`src/rtl/fetch_queue_pkg.sv`:
```
// Shared CPU definitions: opcode constants, the fetch-queue entry layout and
// the default bubble instruction.
package fetch_queue_pkg;

  localparam logic [5:0] OP_RTYPE = 6'h00;
  localparam logic [5:0] OP_J     = 6'h02;
  localparam logic [5:0] OP_JAL   = 6'h03;
  localparam logic [5:0] OP_BEQ   = 6'h04;
  localparam logic [5:0] OP_BNE   = 6'h05;
  localparam logic [5:0] OP_ADDI  = 6'h08;
  localparam logic [5:0] OP_LW    = 6'h23;
  localparam logic [5:0] OP_SW    = 6'h2B;

  // sll $0,$0,0 -- the canonical bubble
  localparam logic [31:0] NOP_WORD_DEFAULT = 32'h0000_0000;

  localparam int FETCH_ENTRY_W = 64;

  typedef struct packed {
    logic [31:0] instr;
    logic [31:0] pcPlus4;
  } fetchEntryT;

endpackage

```
`src/rtl/fetch_queue_storage.sv`:
```
// Entry array for the fetch queue: one synchronous write port, one
// asynchronous read port, no reset.
module fq_storage #(
  parameter int DEPTH = 4,
  parameter int WIDTH = 64
) (
  input  logic                     clk,
  input  logic                     wrEn,
  input  logic [$clog2(DEPTH)-1:0] wrAddr,
  input  logic [WIDTH-1:0]         wrData,
  input  logic [$clog2(DEPTH)-1:0] rdAddr,
  output logic [WIDTH-1:0]         rdData
);

  logic [WIDTH-1:0] mem [DEPTH];

  always_ff @(posedge clk) begin
    if (wrEn) mem[wrAddr] <= wrData;
  end

  assign rdData = mem[rdAddr];

endmodule

```
`src/rtl/fetch_queue.sv`:
```
// Fall-through circular FIFO between fetch and decode; decouples the fetch
// enable from decode stalls and drops everything on a control-flow redirect.
module fetch_queue
  import fetch_queue_pkg::*;
#(
  parameter int          DEPTH    = 4,
  parameter logic [31:0] NOP_WORD = NOP_WORD_DEFAULT
) (
  input  logic                   clk,
  input  logic                   rst,
  input  logic                   in_valid,
  input  logic [31:0]            in_instr,
  input  logic [31:0]            in_pc_plus_4,
  output logic                   in_ready,
  input  logic                   flush,
  input  logic                   out_ready,
  output logic                   out_valid,
  output logic [31:0]            out_instr,
  output logic [31:0]            out_pc_plus_4,
  output logic [$clog2(DEPTH):0] count
);

  localparam int PW = $clog2(DEPTH);
  localparam int CW = PW + 1;
  localparam logic [CW-1:0] FULL_COUNT = CW'(DEPTH);
  localparam logic [PW-1:0] LAST_IDX   = PW'(DEPTH - 1);

  logic [PW-1:0] rdPtr;
  logic [PW-1:0] wrPtr;
  logic [CW-1:0] occupancy;
  logic          doPush;
  logic          doPop;
  fetchEntryT    wrEntry;
  fetchEntryT    headEntry;

  function automatic logic [PW-1:0] nextPtr(input logic [PW-1:0] p);
    return (p == LAST_IDX) ? '0 : p + 1'b1;
  endfunction

  // Handshakes depend only on registered occupancy, never on the other side.
  assign in_ready  = (occupancy != FULL_COUNT);
  assign out_valid = (occupancy != '0);
  assign doPush    = in_valid && in_ready;
  assign doPop     = out_valid && out_ready;
  assign count     = occupancy;

  assign wrEntry = '{instr: in_instr, pcPlus4: in_pc_plus_4};

  always_ff @(posedge clk or posedge rst) begin
    if (rst) begin
      rdPtr     <= '0;
      wrPtr     <= '0;
      occupancy <= '0;
    end else if (flush) begin
      rdPtr     <= '0;
      wrPtr     <= '0;
      occupancy <= '0;
    end else begin
      if (doPush) wrPtr <= nextPtr(wrPtr);
      if (doPop)  rdPtr <= nextPtr(rdPtr);
      case ({doPush, doPop})
        2'b10:   occupancy <= occupancy + 1'b1;
        2'b01:   occupancy <= occupancy - 1'b1;
        default: occupancy <= occupancy;
      endcase
    end
  end

  fq_storage #(
    .DEPTH(DEPTH),
    .WIDTH(FETCH_ENTRY_W)
  ) u_storage (
    .clk    (clk),
    .wrEn   (doPush && !flush),
    .wrAddr (wrPtr),
    .wrData (wrEntry),
    .rdAddr (rdPtr),
    .rdData (headEntry)
  );

  // Stale storage is masked so an empty queue always presents a bubble.
  always_comb begin
    out_instr     = NOP_WORD;
    out_pc_plus_4 = '0;
    if (out_valid) begin
      out_instr     = headEntry.instr;
      out_pc_plus_4 = headEntry.pcPlus4;
    end
  end

endmodule

```
`config.mk`:
```
export PLATFORM = sky130hd
export DESIGN_NAME = fetch_queue
export DESIGN_NICKNAME = d
export VERILOG_FILES = /design/src/rtl/fetch_queue_pkg.sv /design/src/rtl/fetch_queue_storage.sv /design/src/rtl/fetch_queue.sv
export SDC_FILE = /design/constraint.sdc
export NUM_CORES = 1
export LEC_CHECK = 0
export BUFFER_PORTS_ARGS = -buffer_cell sky130_fd_sc_hd__buf_2
export CORE_UTILIZATION = 54
export DETAILED_ROUTE_END_ITERATION = 6
export GPL_ROUTABILITY_DRIVEN = 0
export PLACE_DENSITY = 0.79
export SLEW_MARGIN = 20
export SYNTH_ARGS = -nofsm -noshare
export SYNTH_HDL_FRONTEND = slang
export SYNTH_SLANG_ARGS = --single-unit
```
`constraint.sdc`:
```
create_clock -name clk -period 3.6 [get_ports clk]
set_input_delay 0.18 -clock clk [delete_from_list [all_inputs] [get_ports clk]]
set_output_delay 0.18 -clock clk [all_outputs]
set_load 0.03 [all_outputs]
```
==> results of run 1 <==
-- cells by family after synthesis --
| group | after synthesis | synth area share |
|---|---|---|
| flip-flops | 263 | 0.7700 |
| AND/OR/NAND/NOR | 98 | 0.05673 |
| multiplexers | 65 | 0.1423 |
| buffers and inverters | 27 | 0.01519 |
| AO/OA/AOI/OAI | 12 | 0.006862 |
| adder cells (fa/ha/maj) | 6 | 0.008087 |
| XOR/XNOR | 1 | 0.0008579 |
-- registers in the layout, summed over array words and instances (netlist names) --
| signal | count |
|---|---|
| u_storage.mem | 256 |
| count | 3 |
| rdPtr | 2 |
| wrPtr | 2 |
-- cells in the final DEF, fill, tap and decap left out, drive strengths merged, types with 5 or more instances in the layout --
| master | n |
|---|---|
| edfxtp | 256 |
| and2 | 68 |
| a21oi | 5 |
| clkbuf | 29 |
| dlygate4sd3 | 66 |
| clkinv | 17 |
| ha | 5 |
| buf | 138 |
| mux4 | 64 |
| nor2 | 7 |
| dfrtp | 7 |
| nand3 | 5 |
| nand2 | 8 |
-- layout make-up --
class / count / area (um2)
Antenna cell: 1 / 2.502
Clock buffer: 29 / 683.2
Clock inverter: 19 / 113.9
Fill cell: 1157 / 5733
Inverter: 3 / 11.26
Multi-Input combinational cell: 182 / 2203
Sequential cell: 263 / 7870
Tap cell: 229 / 286.5
Timing Repair Buffer: 204 / 1366
-- worst max path at each step --
stage / end / depth (start not counted)
2_1_floorplan: u_storage.mem[0][0]$_DFFE_PP_ / 4
3_3_place_gp: out_instr[31] / 4
3_5_place_dp: out_pc_plus_4[2] / 4
4_1_cts: out_instr[14] / 4
5_1_grt: out_instr[18] / 4
6_report: out_instr[18] / 4
-- layer usage --
layer  vias up  part of all wire  wire [um]
met5         -                 0          0
met4         0             0.016        312
met3        26             0.058       1115
met2       180              0.52      10040
met1      2684              0.41       7910
li1       2322                 -          -
-- power groups by stage --
stage	Combinational (uW)	Clock, uW	Sequential, uW
floorplan	887	0	3570
global placement	1150	0	3630
detailed placement	1170	0	3640
CTS	1240	2550	3580
global route	1310	2650	3590
finish	1230	2500	3570
-- worst max-delay path: stages, from the launching register on --
cell	delay, ns
dfrtp_4	1.03
buf_12	0.31
mux4_2	0.55
and2_1	0.17
buf_2	0.17
-- stage by stage --
step / utilization / cells
floorplan: - / 472
finish: 0.6862 / 930
global route: 0.6862 / 930
global placement: 0.6063 / 815
CTS: 0.6861 / 929
detailed placement: 0.6063 / 815
-- what timing repair did --
action | CTS | global route
hold buffers | 66 | 0
gates resized for setup | 0 | 0
setup endpoints to repair | 0 | 0
endpoints found under the hold margin | 270 | 0
==> flow_metrics.tcl, run 1 <==
set metrics [dict create \
    fin_worst_skew_ns 0.008242 \
    drc 0 \
    syn_nets 547 \
    grt_antenna_before_repair 1 \
    dr_total_vias 5212 \
    pwr-share-comb 0.168 \
    ctsRootBufferMaster "clkbuf_16" \
    clock_latency_ns 0.52 \
    grt_max_degree 69 \
    final-setup-viol-count 0 \
    grt.total_usage 0.2065 \
    hold_viol_final 0 \
    p_sw_uw 1907 \
    core_area_um2 18270 \
    clock-sinks 263 \
    ys_top_cells_by_count "edfxtp_1 (256), and2_1 (68), mux4_2 (64)" \
    io_buffers 137 \
    startpoint "rdPtr[0]$_DFFE_PP0P_" \
    power_leakage_uw 0.004382 \
    drv_cap 0 \
    r2r_cells 6 \
    seq_area_frac_synth 0.7700 \
    placed_area_um2 11080 \
    critical_path.startpoint_type "flop" \
    use_met2 0.3602 \
    max_freq_ghz 0.3368 \
    area_delta_synth_final_pct 22.78 \
    critPathCaptureType "output pin" \
    die_height_um 139.5 \
    rows 49 \
    power_density_nw_per_um2 582.1 \
    met3_usage 0.04646 \
    maxSlewViolCount 0 \
    detail-route-antenna-nets 0 \
    dp_hpwl_mm 10.43 \
    fin_crit_sh 0.8248 \
    wirelength_mm 19.38 \
    rsz0062_at_grt "no" \
    ys.flop_type "edfxtp_1" \
    cts_htree_levels 1 \
    peakVddDrop_v 0.0004178 \
    r2r-start "count[0]$_DFFE_PP0P_" \
    total_power_uw 7298 \
    synth_edf_count 256 \
    r2r-end "count[2]$_DFFE_PP0P_" \
    cts_buffer_depth 3 \
    numCtsBuffers 27 \
    syn_area_um2 10210 \
    ys_async_sr_fraction 0.02662 \
    whs_path_depth 3 \
    die_w_um 139.5 \
    worst-path-max-fanout 45 \
    preCtsSetupSlack_ns 1.087 \
    rrSetupSlack_ns 1.10 \
    power_switching_share 0.2613 \
    dieArea_um2 19460 \
    arrival_ns 2.79 \
    hold-path-endpoint "wrPtr[1]$_DFFE_PP0P_" \
    post_cts.repair.setup_buffers 0 \
    worst_pin_slew_ns 1.015 \
    synth_top_area_frac 0.7528 \
    drtPass1Iterations 4 \
    crit_type "flop to output pin" \
    yosysWarnings 0 \
    status "complete, no violations" \
    hold_class "input pin to flop" \
    cts_tree "done" \
    first_iter_violations 350 \
    stdcell_area_um2 12540 \
    vias_per_cell 5.604 \
    slew-limit-headroom 0.3231 \
    start_util 0.5589 \
    p_clk_frac 0.343 \
    grt_pass1_wl_mm 30.50 \
    internal_power_uw 5391 \
    hold_start "in_valid" \
    synth.most_common_cell "edfxtp_1" \
    fin_hold_ws_ns 0.03624 \
    period_minus_slack_ns 2.969 \
    nNetsFinal 756 \
    wire_per_inst_um 20.84 \
    yosys.area.top_type "edfxtp_1" \
    postSynthAreaPerCell_um2 21.63 \
    grt-ovfl-total 0 \
    busiest_layer "met2" \
    boundaryPins 138 \
    grt_use_met1 0.2629 \
    grt_pass1_vias 5739 \
    ys_seq_elements 263 \
    layout-drive-gt1-share 0.3543 \
    synth_area_leaders "edfxtp_1 (75%), mux4_2 (14%), and2_1 (4.2%)" \
    setup_tns_ns 0 \
    clk_pin_slew_worst_paths_ns 0.06 \
    setup_ws_ns 0.6306 \
    synth_cell_type_count 30 \
    syn-instance-count 472 \
    p_seq_frac 0.489 \
    required_ns 3.42 \
]
Note: power is estimated with default switching activity, not from simulation.
==> run 2, diff against run 1 <==
--- a/config.mk
+++ b/config.mk
@@ -5,8 +5,9 @@
 export SDC_FILE = /design/constraint.sdc
 export NUM_CORES = 1
 export LEC_CHECK = 0
+export ABC_AREA = 1
 export BUFFER_PORTS_ARGS = -buffer_cell sky130_fd_sc_hd__buf_2
-export CORE_UTILIZATION = 54
+export CORE_UTILIZATION = 52
 export DETAILED_ROUTE_END_ITERATION = 6
 export GPL_ROUTABILITY_DRIVEN = 0
 export PLACE_DENSITY = 0.79
==> constraint.sdc (replaced) <==
create_clock -name clk -period 2.6 [get_ports clk]
set_input_delay 0.13 -clock clk [delete_from_list [all_inputs] [get_ports clk]]
set_output_delay 0.13 -clock clk [all_outputs]
set_load 0.03 [all_outputs]
==> flow_metrics.tcl, run 2 <==
set metrics [dict create \
    syn_area_um2 10350 \
    wirelength_mm 22.34 \
    r2r_cells 7 \
    final-setup-viol-count 0 \
    ctsRootBufferMaster "clkbuf_16" \
    die_height_um 143.1 \
    yosys.area.top_type "edfxtp_1" \
    rrSetupSlack_ns 0.52 \
    grt_antenna_before_repair 0 \
    synth_edf_count 256 \
    multi_input_area_um2 2212 \
    n_fill_cell 1362 \
    ys_top_cells_by_count "nor2_1 (261), edfxtp_1 (256), o21ai_0 (109)" \
    max_freq_ghz 0.4169 \
    drc 0 \
    synth.most_common_cell "nor2_1" \
    grt.total_usage 0.2170 \
    fin_worst_skew_ns 0.005504 \
    worst_pin_slew_ns 0.5715 \
    ys_async_sr_fraction 0.02662 \
    seq_area_frac_synth 0.7597 \
    clock_latency_ns 0.51 \
    clock-sinks 263 \
    required_ns 2.47 \
    synth_top_area_frac 0.7427 \
    numCtsBuffers 25 \
    dr_total_vias 6836 \
    seqCellArea_um2 7870 \
    power_density_nw_per_um2 1075 \
    boundaryPins 138 \
    layout_commonest_cell "nor2_1" \
    syn-instance-count 820 \
    synth_area_leaders "edfxtp_1 (74%), nor2_1 (9.5%), o21ai_0 (5.3%)" \
    status "complete, no violations" \
    hold_class "input pin to async pin" \
    core_area_um2 19460 \
    cts_buffer_depth 3 \
    final_cell_mix "nor2_1 (257), edfxtp_1 (256), buf_2 (137)" \
    drtPass1Iterations 4 \
    first_iter_violations 475 \
    power_leakage_uw 0.004740 \
    dp_hpwl_mm 11.89 \
    peakVddDrop_v 0.0006932 \
    grt_pass1_wl_mm 33.83 \
    grt_pass1_vias 6645 \
    syn_nets 895 \
    dieArea_um2 20470 \
    detail-route-antenna-nets 0 \
    critical_path.startpoint_type "flop" \
    grt-ovfl-total 0 \
    nNetsFinal 1096 \
    grt_max_degree 72 \
    wire_per_inst_um 17.13 \
    yosysWarnings 0 \
    period_minus_slack_ns 2.398 \
    ys_seq_elements 263 \
    setup_tns_ns 0 \
    synth_cell_type_count 23 \
    ys.flop_type "edfxtp_1" \
    start_util 0.5318 \
    worst-path-max-fanout 27 \
    rsz0062_at_grt "no" \
    hold_viol_final 0 \
    clk_pin_slew_worst_paths_ns 0.06 \
    largest_reg_flops 256 \
    total_power_uw 13840 \
    area_delta_synth_final_pct 24.47 \
    cts_htree_levels 1 \
    cts_tree "done" \
    rows 51 \
    maxSlewViolCount 0 \
    io_buffers 137 \
    fin_crit_sh 0.9225 \
    drv_cap 0 \
    critPathCaptureType "output pin" \
    vias_per_cell 5.242 \
    r2r-start "count[0]$_DFFE_PP0P_" \
    arrival_ns 2.27 \
    die_w_um 143.1 \
    r2r-end "u_storage.mem[0][63]$_DFFE_PP_" \
    layout-drive-gt1-share 0.1944 \
    crit_type "flop to output pin" \
    postSynthAreaPerCell_um2 12.62 \
    diodes 0 \
    slew-limit-headroom 0.6181 \
    top_register "u_storage.mem" \
]
-- run 2: cell count changes after synthesis, sizes merged, moves of 2 or more --
| cell | before | now |
|---|---|---|
| and2 | 68 | 0 |
| nor2 | 7 | 262 |
| clkbuf | 10 | 14 |
| o21ai | 3 | 131 |
| buf | 14 | 34 |
| nand2 | 8 | 20 |
| inv | 3 | 16 |
| mux4 | 64 | 0 |
| or3b | 2 | 0 |
| or3 | 4 | 0 |
| a21oi | 5 | 65 |
-- run 2: how the worst max path moves through the flow --
| stage | from | to | slack [ns] | cells past startpoint |
|---|---|---|---|---|
| floorplan | count[2]$_DFFE_PP0P_ | u_storage.mem[0][0]$_DFFE_PP_ | 0.0005 | 5 |
| global placement | count[0]$_DFFE_PP0P_ | u_storage.mem[0][56]$_DFFE_PP_ | 0.56 | 7 |
| detailed placement | count[0]$_DFFE_PP0P_ | u_storage.mem[0][62]$_DFFE_PP_ | 0.53 | 7 |
| CTS | rdPtr[0]$_DFFE_PP0P_ | out_pc_plus_4[24] | 0.02 | 5 |
| global route | rdPtr[0]$_DFFE_PP0P_ | out_instr[19] | 0.06 | 6 |
| finish | rdPtr[0]$_DFFE_PP0P_ | out_instr[19] | 0.20 | 6 |
-- run 2: what timing repair did --
item                                   in CTS  in global routing
buffers inserted                            0                  1
endpoints found under the hold margin     270                  0
gates resized for setup                     0                  1
hold buffers                               68                  0
setup endpoints to repair                   0                 30
-- run 2: worst max-delay path, cell delays in order, from the launching register on --
cell and delay, ns:
dfrtp_4 0.60, buf_4 0.36, nor2_1 0.10, nor2_1 0.11, o21ai_0 0.11, a21oi_1 0.23
buf_2 0.24
-- run 2: area by class of cell --
cell class / count / share of cell area
inverters: 16 / 0.004759
clock inverters: 14 / 0.01127
flip-flops and latches: 263 / 0.6109
clock buffers: 31 / 0.05031
multi-input cells: 493 / 0.1717
repair buffers: 222 / 0.1253
well taps: 265 / 0.02574
-- run 2: per-stage QoR --
| stage | hold WS (ns) | worst slack [ns] | instances | instance area, um2 | utilization |
|---|---|---|---|---|---|
| floorplan | -0.06674 | 0.0005131 | 820 | 10390 | - |
| global placement | 0.07556 | 0.5629 | 1190 | 11390 | 0.5854 |
| CTS | 0.09584 | 0.01797 | 1303 | 12870 | 0.6611 |
| global route | 0.1358 | 0.05793 | 1304 | 12880 | 0.6619 |
| detailed placement | 0.08157 | 0.5339 | 1190 | 11390 | 0.5854 |
| finish | 0.09937 | 0.2016 | 1304 | 12880 | 0.6619 |
-- run 2: power by group --
part	internal, uW	switching (uW)	total [uW]
sequential	4920	141	5060
clock	2060	1460	3530
combinational	1430	3820	5260
total	8410	5430	13800
-- run 2: kinds of logic after synthesis --
group / after synthesis / share of synthesized area
AND/OR/NAND/NOR: 289 / 0.1064
flip-flops: 263 / 0.7597
AO/OA/AOI/OAI: 197 / 0.09538
buffers and inverters: 64 / 0.02974
adder cells (fa/ha/maj): 6 / 0.007979
XOR/XNOR: 1 / 0.0008464
-- run 2: layer usage --
| layer | track usage | wire length [um] |
|---|---|---|
| met5 | 0 | 0 |
| met1 | 0.2718 | 9291 |
| met2 | 0.3910 | 11500 |
| met4 | 0.06112 | 409 |
| met3 | 0.03152 | 1136 |
==> run 3, diff against run 2 <==
--- a/config.mk
+++ b/config.mk
@@ -10,6 +10,7 @@
 export CORE_UTILIZATION = 52
 export DETAILED_ROUTE_END_ITERATION = 6
 export GPL_ROUTABILITY_DRIVEN = 0
+export MAX_ROUTING_LAYER = met4
 export PLACE_DENSITY = 0.79
 export SLEW_MARGIN = 20
 export SYNTH_ARGS = -nofsm -noshare
==> flow_metrics.tcl, run 3 (synthesized netlist as in run 2, its figures left out) <==
set metrics [dict create \
    final_cell_mix "nor2_1 (257), edfxtp_1 (256), buf_2 (137)" \
    worst_pin_slew_ns 0.5638 \
    cts_tree "done" \
    grt.total_usage 0.2237 \
    cts_buffer_depth 3 \
    dr_total_vias 6886 \
    power_density_nw_per_um2 1074 \
    rsz0062_at_grt "no" \
    start_util 0.5318 \
    dieArea_um2 20470 \
    grt_pass1_vias 6642 \
    wirelength_mm 22.39 \
    peakVddDrop_v 0.0006949 \
    ctsRootBufferMaster "clkbuf_16" \
    fin_crit_sh 0.9251 \
    arrival_ns 2.28 \
    required_ns 2.47 \
    max_freq_ghz 0.4158 \
    area_delta_synth_final_pct 24.47 \
    first_iter_violations 474 \
    layout-drive-gt1-share 0.1944 \
    detail-route-antenna-nets 0 \
    clk_pin_slew_worst_paths_ns 0.06 \
    hold_class "input pin to async pin" \
    maxSlewViolCount 0 \
    clock-sinks 263 \
    fin_worst_skew_ns 0.009794 \
    drtPass1Iterations 5 \
    grt_antenna_before_repair 0 \
    crit_type "flop to output pin" \
    critical_path.startpoint_type "flop" \
    stdcell_area_um2 12880 \
    period_minus_slack_ns 2.405 \
    clock_latency_ns 0.52 \
    grt_max_degree 72 \
    critPathCaptureType "output pin" \
    boundaryPins 138 \
    setup_ws_ns 0.1948 \
    vias_per_cell 5.281 \
    top_register "u_storage.mem" \
    numCtsBuffers 25 \
    drv_cap 0 \
    drc 0 \
    power_leakage_uw 0.004740 \
    n_fill_cell 1362 \
    cts_htree_levels 1 \
    io_buffers 137 \
    preCtsSetupSlack_ns 0.5339 \
    hold_viol_final 0 \
    slew-limit-headroom 0.6232 \
    setup_tns_ns 0 \
    dp_hpwl_mm 11.89 \
    layout_commonest_cell "nor2_1" \
    worst-path-max-fanout 27 \
    nNetsFinal 1096 \
    grt-ovfl-total 0 \
    wire_per_inst_um 17.17 \
    status "complete, no violations" \
    core_area_um2 19460 \
    dp_cells 1190 \
    final-instance-count-excl-fill 1304 \
    die_w_um 143.1 \
    largest_reg_flops 256 \
    grt_pass1_wl_mm 33.82 \
    final-setup-viol-count 0 \
    die_height_um 143.1 \
    diodes 0 \
    placed_area_um2 11390 \
    rows 51 \
]
-- run 3: cell counts in the layout (fill, tap and decap cells not counted) --
Identical to the previous run, type by type.
-- run 3: worst paths after layout --
path	end	slack, ns	startpoint	depth (start not counted)
min in group clk	u_storage.mem[3][40]$_DFFE_PP_	0.37	in_instr[8]	2
min reg2reg	count[1]$_DFFE_PP0P_	0.53	count[1]$_DFFE_PP0P_	2
min	count[1]$_DFFE_PP0P_	0.10	rst	3
max in group asynchronous	rdPtr[0]$_DFFE_PP0P_	2.24	rst	3
max reg2reg	u_storage.mem[0][63]$_DFFE_PP_	0.53	count[0]$_DFFE_PP0P_	7
max	out_instr[19]	0.19	rdPtr[0]$_DFFE_PP0P_	6
-- run 3: cell type report --
type / instances / area [um2] / share of cell area
clock buffer: 31 / 648.1 / 0.05031
tap: 265 / 331.6 / 0.02574
inverter: 16 / 61.31 / 0.004759
timing repair buffer: 222 / 1614 / 0.1253
multi-input combinational: 493 / 2212 / 0.1717
clock inverter: 14 / 145.1 / 0.01127
sequential: 263 / 7870 / 0.6109
-- run 3: layer usage --
metal	up-vias	global-route usage	part of all wire
met2	224	0.3908	0.52
met5	-	-	0
met3	30	0.03052	0.050
li1	3301	-	-
met4	0	0.06112	0.017
met1	3331	0.2727	0.42
-- run 3: timing repair --
action,CTS,global route
buffers inserted,0,1
gates resized for setup,0,1
hold buffers,68,0
endpoints found under the hold margin,270,0
setup endpoints to repair,0,30
-- run 3: where the power goes --
part	total, uW	internal [uW]	switching (uW)	leakage (uW)
clock	3510	2060	1450	0.000386
sequential	5060	4920	144	0.00241
combinational	5250	1430	3820	0.00194
total	13800	8410	5420	0.00474
-- run 3: per-stage QoR --
stage / total power (uW) / hold slack [ns] / util
after floorplan: 8752 / -0.06674 / -
after global placement: 10200 / 0.07556 / 0.5854
after detailed placement: 10280 / 0.08157 / 0.5854
after CTS: 13860 / 0.09584 / 0.6611
after global routing: 14530 / 0.1356 / 0.6619
final: 13830 / 0.1031 / 0.6619
-- run 3: worst max-delay path, stage by stage, from the launching register on --
cell and delay, ns:
dfrtp_4 0.60, buf_4 0.37, nor2_1 0.10, nor2_1 0.10, o21ai_0 0.11, a21oi_1 0.24, buf_2 0.24
